===== src/rtl/aux_rail_seq_pkg.sv =====
// Purpose : shared state encoding and helpers for the standby-rail sequencer.
// Latency : n/a (types, constants and a pure function only).
// Backpressure: n/a.
package aux_rail_seq_pkg;

    localparam int STATE_W   = 3;
    localparam int MAX_RAILS = 8;

    // Encoding is also what ovState presents to Mstr_Seq, so values are fixed.
    typedef enum logic [STATE_W-1:0] {
        IDLE     = 3'd0,
        REQ_DLY  = 3'd1,
        RAIL_ON  = 3'd2,
        RST_DLY  = 3'd3,
        DONE     = 3'd4,
        RAIL_OFF = 3'd5,
        FAULT    = 3'd6
    } seqState_t;

    // Thermometer mask with bits [idx:0] set.
    function automatic logic [MAX_RAILS-1:0] railMask(input logic [2:0] idx);
        logic [MAX_RAILS:0] wide;
        wide = (9'd2 << idx) - 9'd1;
        return wide[MAX_RAILS-1:0];
    endfunction

endpackage


===== src/rtl/aux_rail_seq_ms.sv =====
// Purpose : millisecond timer, synchronous clear, counts i1mSCE pulses, saturates at all-ones.
// Latency : count registered; oHit is a combinational compare of the registered count.
// Backpressure: none; ports iClk, iRst, iClr, i1mSCE, iCmp in; oHit out.
module ms_timer #(
    parameter int CNT_BITS = 6
) (
    input  logic                iClk,
    input  logic                iRst,
    input  logic                iClr,
    input  logic                i1mSCE,
    input  logic [CNT_BITS-1:0] iCmp,
    output logic                oHit
);

    logic [CNT_BITS-1:0] cnt;

    always_ff @(posedge iClk or posedge iRst) begin
        if (iRst)
            cnt <= '0;
        else if (iClr)
            cnt <= '0;
        else if (i1mSCE && (cnt != '1))
            cnt <= cnt + CNT_BITS'(1);
    end

    assign oHit = (cnt == iCmp);

endmodule


===== src/rtl/aux_rail_seq.sv =====
// Purpose : standby-rail sequencer; ascending power-up with PWRGD timeout, reverse power-down, fault latch.
// Latency : every output registered, updates on the same edge as the state/index it reflects.
// Backpressure: none; iPwrReq/ivPwrgd/iRstHold_n/iGoOutFltSt/i1mSCE in, ovEn/oRst_n/oPwrgd/oPwrFlt/ovFltRail/ovState out.
module aux_rail_seq
    import aux_rail_seq_pkg::*;
#(
    parameter int NUM_RAILS  = 3,
    parameter int CNT_BITS   = 6,
    parameter int REQ_DLY_MS = 1,
    parameter int PGD_TMO_MS = 20,
    parameter int RST_DLY_MS = 2,
    parameter int OFF_DLY_MS = 1
) (
    input  logic                 iClk,
    input  logic                 iRst,
    input  logic                 i1mSCE,
    input  logic                 iPwrReq,
    input  logic                 iRstHold_n,
    input  logic                 iGoOutFltSt,
    input  logic [NUM_RAILS-1:0] ivPwrgd,
    output logic [NUM_RAILS-1:0] ovEn,
    output logic                 oRst_n,
    output logic                 oPwrgd,
    output logic                 oPwrFlt,
    output logic [NUM_RAILS-1:0] ovFltRail,
    output logic [STATE_W-1:0]   ovState
);

    localparam int IDX_W   = (NUM_RAILS > 1) ? $clog2(NUM_RAILS) : 1;
    localparam int CNT_MAX = (1 << CNT_BITS) - 1;
    localparam logic [IDX_W-1:0] LAST_IDX = IDX_W'(NUM_RAILS - 1);

    if (NUM_RAILS < 1 || NUM_RAILS > MAX_RAILS) begin : gBadRails
        $error("aux_rail_seq: NUM_RAILS must be 1..8");
    end
    if (REQ_DLY_MS > CNT_MAX || PGD_TMO_MS > CNT_MAX ||
        RST_DLY_MS > CNT_MAX || OFF_DLY_MS > CNT_MAX) begin : gBadDly
        $error("aux_rail_seq: delay parameter exceeds timer range");
    end

    seqState_t             state, nextState;
    logic [IDX_W-1:0]      idx, nextIdx;
    logic                  tmrClr, tmrHit;
    logic [CNT_BITS-1:0]   tmrCmp;
    logic [NUM_RAILS-1:0]  lowerMask, nextMask;

    // Rails below the current index must already be good while ramping.
    assign lowerMask = NUM_RAILS'(railMask(3'(idx)) >> 1);
    assign nextMask  = NUM_RAILS'(railMask(3'(nextIdx)));

    always_comb begin
        tmrCmp = '1;
        case (state)
            REQ_DLY:  tmrCmp = CNT_BITS'(REQ_DLY_MS);
            RAIL_ON:  tmrCmp = CNT_BITS'(PGD_TMO_MS);
            RST_DLY:  tmrCmp = CNT_BITS'(RST_DLY_MS);
            RAIL_OFF: tmrCmp = CNT_BITS'(OFF_DLY_MS);
            default:  tmrCmp = '1;
        endcase
    end

    // Branch order encodes the tie-breaks: power-down beats a PWRGD loss,
    // and the current rail's PWRGD beats its own timeout.
    always_comb begin
        nextState = state;
        nextIdx   = idx;
        case (state)
            IDLE: if (iPwrReq) nextState = REQ_DLY;
            REQ_DLY: begin
                if (!iPwrReq)
                    nextState = IDLE;
                else if (tmrHit) begin
                    nextState = RAIL_ON;
                    nextIdx   = '0;
                end
            end
            RAIL_ON: begin
                if (!iPwrReq)
                    nextState = RAIL_OFF;
                else if ((~ivPwrgd & lowerMask) != '0)
                    nextState = FAULT;
                else if (ivPwrgd[idx]) begin
                    if (idx == LAST_IDX)
                        nextState = RST_DLY;
                    else
                        nextIdx = idx + IDX_W'(1);
                end else if (tmrHit)
                    nextState = FAULT;
            end
            RST_DLY: begin
                if (!iPwrReq)           nextState = RAIL_OFF;
                else if (!(&ivPwrgd))   nextState = FAULT;
                else if (tmrHit)        nextState = DONE;
            end
            DONE: begin
                if (!iPwrReq)           nextState = RAIL_OFF;
                else if (!(&ivPwrgd))   nextState = FAULT;
            end
            RAIL_OFF: begin
                if (tmrHit) begin
                    if (idx == '0)
                        nextState = IDLE;
                    else
                        nextIdx = idx - IDX_W'(1);
                end
            end
            FAULT: if (iGoOutFltSt) nextState = IDLE;
            default: nextState = IDLE;
        endcase
    end

    // Every state entry and every rail step restarts the ms timer.
    assign tmrClr = (nextState != state) || (nextIdx != idx);

    ms_timer #(.CNT_BITS(CNT_BITS)) uTimer (
        .iClk   (iClk),
        .iRst   (iRst),
        .iClr   (tmrClr),
        .i1mSCE (i1mSCE),
        .iCmp   (tmrCmp),
        .oHit   (tmrHit)
    );

    always_ff @(posedge iClk or posedge iRst) begin
        if (iRst) begin
            state     <= IDLE;
            idx       <= '0;
            ovEn      <= '0;
            oRst_n    <= 1'b0;
            oPwrgd    <= 1'b0;
            oPwrFlt   <= 1'b0;
            ovFltRail <= '0;
        end else begin
            state   <= nextState;
            idx     <= nextIdx;
            oPwrgd  <= (nextState == DONE);
            oRst_n  <= (nextState == DONE) && iRstHold_n;
            oPwrFlt <= (nextState == FAULT);
            case (nextState)
                RAIL_ON:       ovEn <= nextMask;
                RST_DLY, DONE: ovEn <= '1;
                // Entry keeps the enables; each step masks off the rail above nextIdx.
                RAIL_OFF:      ovEn <= ovEn & nextMask;
                default:       ovEn <= '0;
            endcase
            if (nextState == FAULT && state != FAULT)
                ovFltRail <= ovEn & ~ivPwrgd;
            else if (nextState != FAULT)
                ovFltRail <= '0;
        end
    end

    assign ovState = state;

endmodule


===== config.mk =====
export PLATFORM = sky130hd
export DESIGN_NAME = aux_rail_seq
export DESIGN_NICKNAME = d
export VERILOG_FILES = /design/src/rtl/aux_rail_seq_pkg.sv /design/src/rtl/aux_rail_seq_ms.sv /design/src/rtl/aux_rail_seq.sv
export SDC_FILE = /design/constraint.sdc
export NUM_CORES = 1
export LEC_CHECK = 0
export CAP_MARGIN = 40
export CELL_PAD_IN_SITES_DETAIL_PLACEMENT = 1
export CELL_PAD_IN_SITES_GLOBAL_PLACEMENT = 2
export CORE_ASPECT_RATIO = 0.5
export CORE_MARGIN = 2
export CORE_UTILIZATION = 34
export CTS_CLUSTER_DIAMETER = 30
export DETAILED_ROUTE_END_ITERATION = 6
export PLACE_DENSITY_LB_ADDON = 0.1
export SYNTH_ARGS = -nofsm -noshare
export SYNTH_HDL_FRONTEND = slang
export SYNTH_HIERARCHICAL = 1
export SYNTH_SLANG_ARGS = --single-unit
export TNS_END_PERCENT = 30

===== constraint.sdc =====
create_clock -name iClk -period 3.6 [get_ports iClk]
set_input_delay 0.36 -clock iClk [delete_from_list [all_inputs] [get_ports iClk]]
set_output_delay 0.36 -clock iClk [all_outputs]
set_load 0.02 [all_outputs]

==> out/qor.yml <==
power_and_ir_drop:
  leakagePower_nw: 0.8461
  clkPwrFrac_pct: 14.0
  power_frac_comb_pct: 62.7
  peakVddDrop_mv: 0.2423
  swShare_pct: 45.99
  sequentialPowerShare_pct: 23.4
  intPower_mw: 0.8794
  powerDensity_nw_per_um2: 782.5
  netSwitchingPower_mw: 0.7488
setup_path:
  critPathRequiredTime_ns: 3.78
  worstSetupStartpointType: "register"
  slowest_delay_ns: 0.49
  critPathSlowestCell: "dfrtp_2"
  cp_top_family: "simple AND/OR/NAND/NOR gates"
  crit_chain: "nor2b_1, nor2_1, xnor2_1, nand4_1, nor3_1, buf_4, nand4b_1, o21ai_0, a21oi_1, a211oi_1, nand4_1, inv_1, nand3_1, o211ai_1"
  crit_type: "register to register"
  critPathArrivalTime_ns: 3.36
  cpMostUsedCell: "nand4_1"
  r2r_setup_slack_ns: 0.42
  path_buf_inv: 2
  worstPathMaxFanout: 14
  endpoint_kind: "register"
routing:
  drt-met1-wl_um: 2388
  top_layer_used: "met4"
  dr_wl_met2_um: 2073
  detail-route-antenna-nets: 0
  vias_per_cell: 5.370
  route.met3.wl_um: 153
  routed_wl_um: 4648
  drcViolationCount: 0
  drtPass1Iterations: 4
  avgRoutedWirePerCell_um: 16.08
  vias: 1552
  drt_iter0_markers: 65
synth:
  synth-seq-area-share_pct: 29.03
  ys.flop_type: "dfrtp_1"
  synthesis.area_per_instance_um2: 8.797
  synth_cells: 196
  ys_ff_latch: 20
  async_flop_share_pct: 100.0
  synth_edf_count: 0
  synth_area_um2: 1724
  synth_fp_nets: 213
  yosysWarnings: 6
  synth_cell_type_count: 58
clocking:
  ctsRootBufferMaster: "clkbuf_8"
  clock_path_buffers: 2
  cts_setup_buffers: 0
  cts_tree: "done"
  h-tree-depth: 1
  path_clk_slew_ns: 0.08
  clk_latency_ns: 0.26
  cts_buffers: 3
  clock_sinks: 20
  cts_hold_buf: 0
job:
  maxCapViolCount: 0
floorplan:
  chipWidth_um: 104.7
  core_area_um2: 4910
  die_area_um2: 5691
  initial_core_util_pct: 35.12
  ios: 21
  rows: 18
  chipHeight_um: 54.36
placement:
  port_buffers: 20
  dp_hpwl_um: 3703
  gp_congestion: 0.7726
  dpl.cell_count: 285
finish:
  regArea_um2: 503.0
  nets: 237
  multi_input_area_um2: 1076
  synthToLayoutAreaGrowth_pct: 20.68
  layout-drive-gt1-share_pct: 15.98
  antennaDiodeCount: 0
  final_cells: 289
  fillers: 600
sta:
  finalHoldViolations: 0
  relSlewSlack_pct: 63.36
  fin_crit_sh_pct: 88.36
  worstMarginPinSlew_ns: 0.5490
  finalSetupTns_ns: 0
  finalClockSkew_ns: 0.002085
  setup_viol: 0
  max_freq_mhz: 314.4
  fin_crit_ns: 3.181
  rsz0062_at_grt: "false"
  slew_viol_final: 0
status:
  status: "complete, no violations"
min_path:
  min_path_type: "input pin to asynchronous set/reset pin"
global_routing:
  grt_first_pass_wirelength_um: 7707
  antenna_found_initial: 0
  first_global_vias: 1518
  grt_max_degree: 15
  grt_usage_pct: 17.46
  overflow: 0
[logic make-up (layout without fill, tap and decap cells)]
group                      count (synthesis)  count (layout)  share of synthesized area, %
DFF                                       20              20                         29.03
buffers and inverters                     30              53                         8.562
adders and majority gates                  8               8                         5.806
AOI/OAI and AO/OA                         54              54                         24.75
muxes                                      4               4                         2.685
and+or+nand+nor                           73              73                         25.62
xor gates and xnor gates                   7               7                         3.556
[through the flow]
stage	utilization [%]	total power, mW	hold slack, ns	setup WS [ns]	area [um^2]
4_1_cts	42.33	1.643	0.3491	0.2933	2078
2_1_floorplan	-	1.100	0.1510	0.4287	1724
5_1_grt	42.38	1.776	0.3490	0.006773	2081
3_3_place_gp	40.88	1.397	0.4776	0.4463	2007
6_report	42.38	1.628	0.3421	0.4189	2081
3_5_place_dp	40.88	1.407	0.4876	0.2955	2007
[layout by cell type (no fill, tap or decap), drive strengths merged, types with 3 or more instances in the layout]
| master | synthesis | layout |
|---|---|---|
| or2 | 3 | 3 |
| a32o | 3 | 3 |
| clkbuf | 1 | 3 |
| nor2 | 11 | 11 |
| a31oi | 4 | 4 |
| o221ai | 3 | 3 |
| nand2 | 15 | 15 |
| and4 | 3 | 3 |
| nor3 | 5 | 5 |
| inv | 20 | 20 |
| nor2b | 4 | 4 |
| and2 | 3 | 3 |
| buf | 9 | 9 |
| xnor2 | 5 | 5 |
| ha | 8 | 8 |
| dfrtp | 20 | 20 |
| nor3b | 5 | 5 |
| and3 | 3 | 3 |
| nand4 | 7 | 7 |
| o21ai | 9 | 9 |
| nand2b | 4 | 4 |
| nand3 | 5 | 5 |
| clkdlybuf4s50 | 0 | 20 |
| a211oi | 5 | 5 |
| a21oi | 12 | 12 |
[layer usage]
metal,GRT usage [%],vias to the layer above
met1,24.16,769
met5,0,-
met4,2.667,0
li1,-,759
met2,29.63,20
met3,3.333,4
[layout make-up]
type	count	area share, %
Tap cell	70	4.209
Inverter	20	3.608
Sequential cell	20	24.17
Multi-Input combinational cell	146	51.71
Timing Repair Buffer	29	12.87
Clock inverter	1	1.443
Clock buffer	3	1.984
[power by group through the flow]
stage | Combinational, mW | Sequential [mW] | Clock (mW)
after floorplan | 0.708 | 0.392 | 0
after global placement | 1.01 | 0.384 | 0
after detailed placement | 1.02 | 0.385 | 0
after CTS | 1.03 | 0.380 | 0.236
after global routing | 1.14 | 0.395 | 0.245
final | 1.02 | 0.381 | 0.227
[timing repair]
item,in CTS,in global routing
endpoints found under the setup margin,0,4
hold endpoints to repair,0,0
resized for setup,0,2
[worst paths after layout]
kind                            cells past startpoint         start             to
max in group asynchronous                           2          iRst     ovState[1]
worst max register to register                     14    ovState[1]  uTimer/cnt[1]
min in group iClk                                   1  ovFltRail[0]   ovFltRail[0]
worst min-delay path                                2          iRst  uTimer/cnt[4]
worst max-delay path                               14    ovState[1]  uTimer/cnt[1]
worst min register to register                      1  ovFltRail[0]   ovFltRail[0]
[state kept, by name, summed over array words and instances (netlist names)]
name	flops
uTimer/cnt	6
ovEn	3
ovFltRail	3
ovState	3
idx	2
oPwrFlt	1
oPwrgd	1
oRst_n	1
[cells in the mapped netlist, drive strengths merged (3+ instances only)]
cell type	count	share of area, %
a211oi	5	2.8
a21oi	12	4.1
a31oi	4	1.5
a32o	3	1.7
and2	3	1.1
and3	3	1.4
and4	3	1.8
buf	9	4.0
dfrtp	20	29
ha	8	5.8
inv	20	4.4
nand2	15	3.3
nand2b	4	1.5
nand3	5	1.5
nand4	7	2.5
nor2	11	2.8
nor2b	4	1.5
nor3	5	1.7
nor3b	5	3.1
o21ai	9	2.6
o221ai	3	1.5
or2	3	1.1
xnor2	5	2.5
Power figures use the tool's default switching activity.
==> variant, RTL diff (config.mk and constraints unchanged) <==
Set the parameter `NUM_RAILS` to 2 (it was 3).
--- a/src/rtl/aux_rail_seq.sv
+++ b/src/rtl/aux_rail_seq.sv
@@ -5,5 +5,5 @@
     import aux_rail_seq_pkg::*;
 #(
-    parameter int NUM_RAILS  = 3,
+    parameter int NUM_RAILS  = 2,
     parameter int CNT_BITS   = 6,
     parameter int REQ_DLY_MS = 1,
Ports: changed (resized ivPwrgd, ovEn and ovFltRail); port bits go from 21 to 18. No check against the original RTL was run, so the function may have changed too.
==> variant against the original RTL <==
Utilization grew 1.5 points; area after synthesis fell by 26%; worst setup slack better by 0.045 ns; sequential power fell by 22%; design area decreased by 26%; total power decreased by 31%; maximum frequency is 1.4% higher; wire length down 31%; via count down 26%; non-clock buffer count is 7 lower; sequential cell count fell by 3; largest power group unchanged.
==> variant: results (changes against the original RTL) <==
initial antenna violation count=0 (unchanged); # fillers=422 (-30%); I/O Buffers=17 (-15%); Max-slew headroom=72.0% (+8.6 points); static leakage=0.624 nW (-26%); VDD IR max=201 uV (-17%); Data arrival, critical path=3.31 ns (-0.05 ns); count of different cell masters after synthesis=52 (-10%); first-pass GRT wire length=5360 microns (-30%); final net count=174 (-27%); largest net degree at the start of global routing=17 (+2); DRT iter0 DRCs=55 (-15%); synth top area cells=dfrtp_1 33%, nand2_1 3.8%, xnor2_1 3.4%, nand3_1 3.1%, o21ai_0 2.8%; Clock Skew=0.00154 ns (-0.000542 ns); Async S/R FF share, synth=100% (unchanged); DP Wirelength=2540 microns (-31%); Post-Syn Nets=156 (-27%); clk_lat worst skew=0.25 ns; worst-path maximum fanout=8 (-6); top cell types by occurrence after synthesis=17 x dfrtp_1, 13 x nand2_1, 8 x inv_1, 8 x nand3_1, 8 x nor2_1; share of cells above drive strength 1=12.8% (-3.2 points); all-layer global routing usage=16.1% (-1.3 points); vias=1147 (-26%); Seq/Total Area, Yosys=33.4% (+4.4 points); WL/cell=14.9 microns (-7.2%); placed insts=211 (-26%); Mapped Cells=147 (-25%); DP Area=0.00149 sq mm (-26%); vias per inst=5.33 (-0.66%); Final GP Congestion=0.793 (+2.6%); max reg flops=6 (unchanged); n_diodes=0 (unchanged); status=completed
==> variant: routing by layer <==
| metal | up-vias | GRT usage [%] | part of all wire, % | routed length [microns] |
|---|---|---|---|---|
| met5 | - | 0 | 0 | 0 |
| met4 | 0 | 1.85 | 0.22 | 7 |
| met3 | 2 | 5.14 | 3.7 | 119 |
| met2 | 15 | 27.8 | 44 | 1410 |
| met1 | 562 | 21.2 | 52 | 1670 |
| li1 | 568 | - | - | - |
==> variant: metrics by stage <==
step                hold WS (ns)  setup WS, ns
finish                     0.352         0.464
global placement           0.471         0.301
global route               0.374       0.00906
CTS                        0.358         0.268
detailed placement         0.479         0.275
floorplan                  0.151         0.369
==> variant: layout make-up <==
type	count	area (sq um)	share of cell area, %
clock buffer	4	45.0	2.92
inverter	10	41.3	2.68
multi-input combinational	111	758	49.2
sequential	17	425	27.6
tap	51	63.8	4.14
timing repair buffer	22	208	13.5
==> variant: critical path, cell delays in order (launching register included) <==
cell and delay (ns):
dfrtp_1 0.41, nor2b_1 0.29, nor2_1 0.14, xnor2_1 0.16, nand4_1 0.09, nor3_1 0.14, buf_4 0.18, nand3b_2 0.09
a22oi_2 0.32, nor4bb_1 0.10, nor3_1 0.33, o2111ai_2 0.32, nor3b_1 0.30, a41oi_1 0.07, o211ai_1 0.10
==> variant: what timing repair did <==
| action | in CTS | in global routing |
|---|---|---|
| hold buffers | 0 | 0 |
| setup endpoints to repair | 0 | 3 |
| gates resized for setup | 0 | 2 |
| endpoints found under the hold margin | 0 | 0 |
==> variant: cells by family after synthesis <==
logic type / after synthesis / share of synthesized area [%]
buffers and inverters: 19 / 7.87
AND/OR/NAND/NOR: 63 / 28.9
flip-flops: 17 / 33.4
AO/OA/AOI/OAI: 40 / 24.0
XOR/XNOR: 7 / 4.82
adder cells (fa/ha/maj): 1 / 0.983
==> variant: path summary, 6_finish.rpt <==
check                             start       endpoint  slack [ns]  cells past startpoint
max in group asynchronous          iRst     ovState[2]        2.89                      2
hold / removal                     iRst  uTimer/cnt[5]        0.35                      2
setup reg to reg             ovState[1]  uTimer/cnt[1]        0.46                     14
min in group iClk          ovFltRail[1]   ovFltRail[1]        0.49                      2
setup / recovery             ovState[1]  uTimer/cnt[1]        0.46                     14
hold reg to reg            ovFltRail[1]   ovFltRail[1]        0.49                      2
==> variant: where the power goes <==
group | switching [W] | internal [W]
clock | 0.0000644 | 0.0000785
combinational | 0.000397 | 0.000294
sequential | 0.0000581 | 0.000239
total | 0.000519 | 0.000612
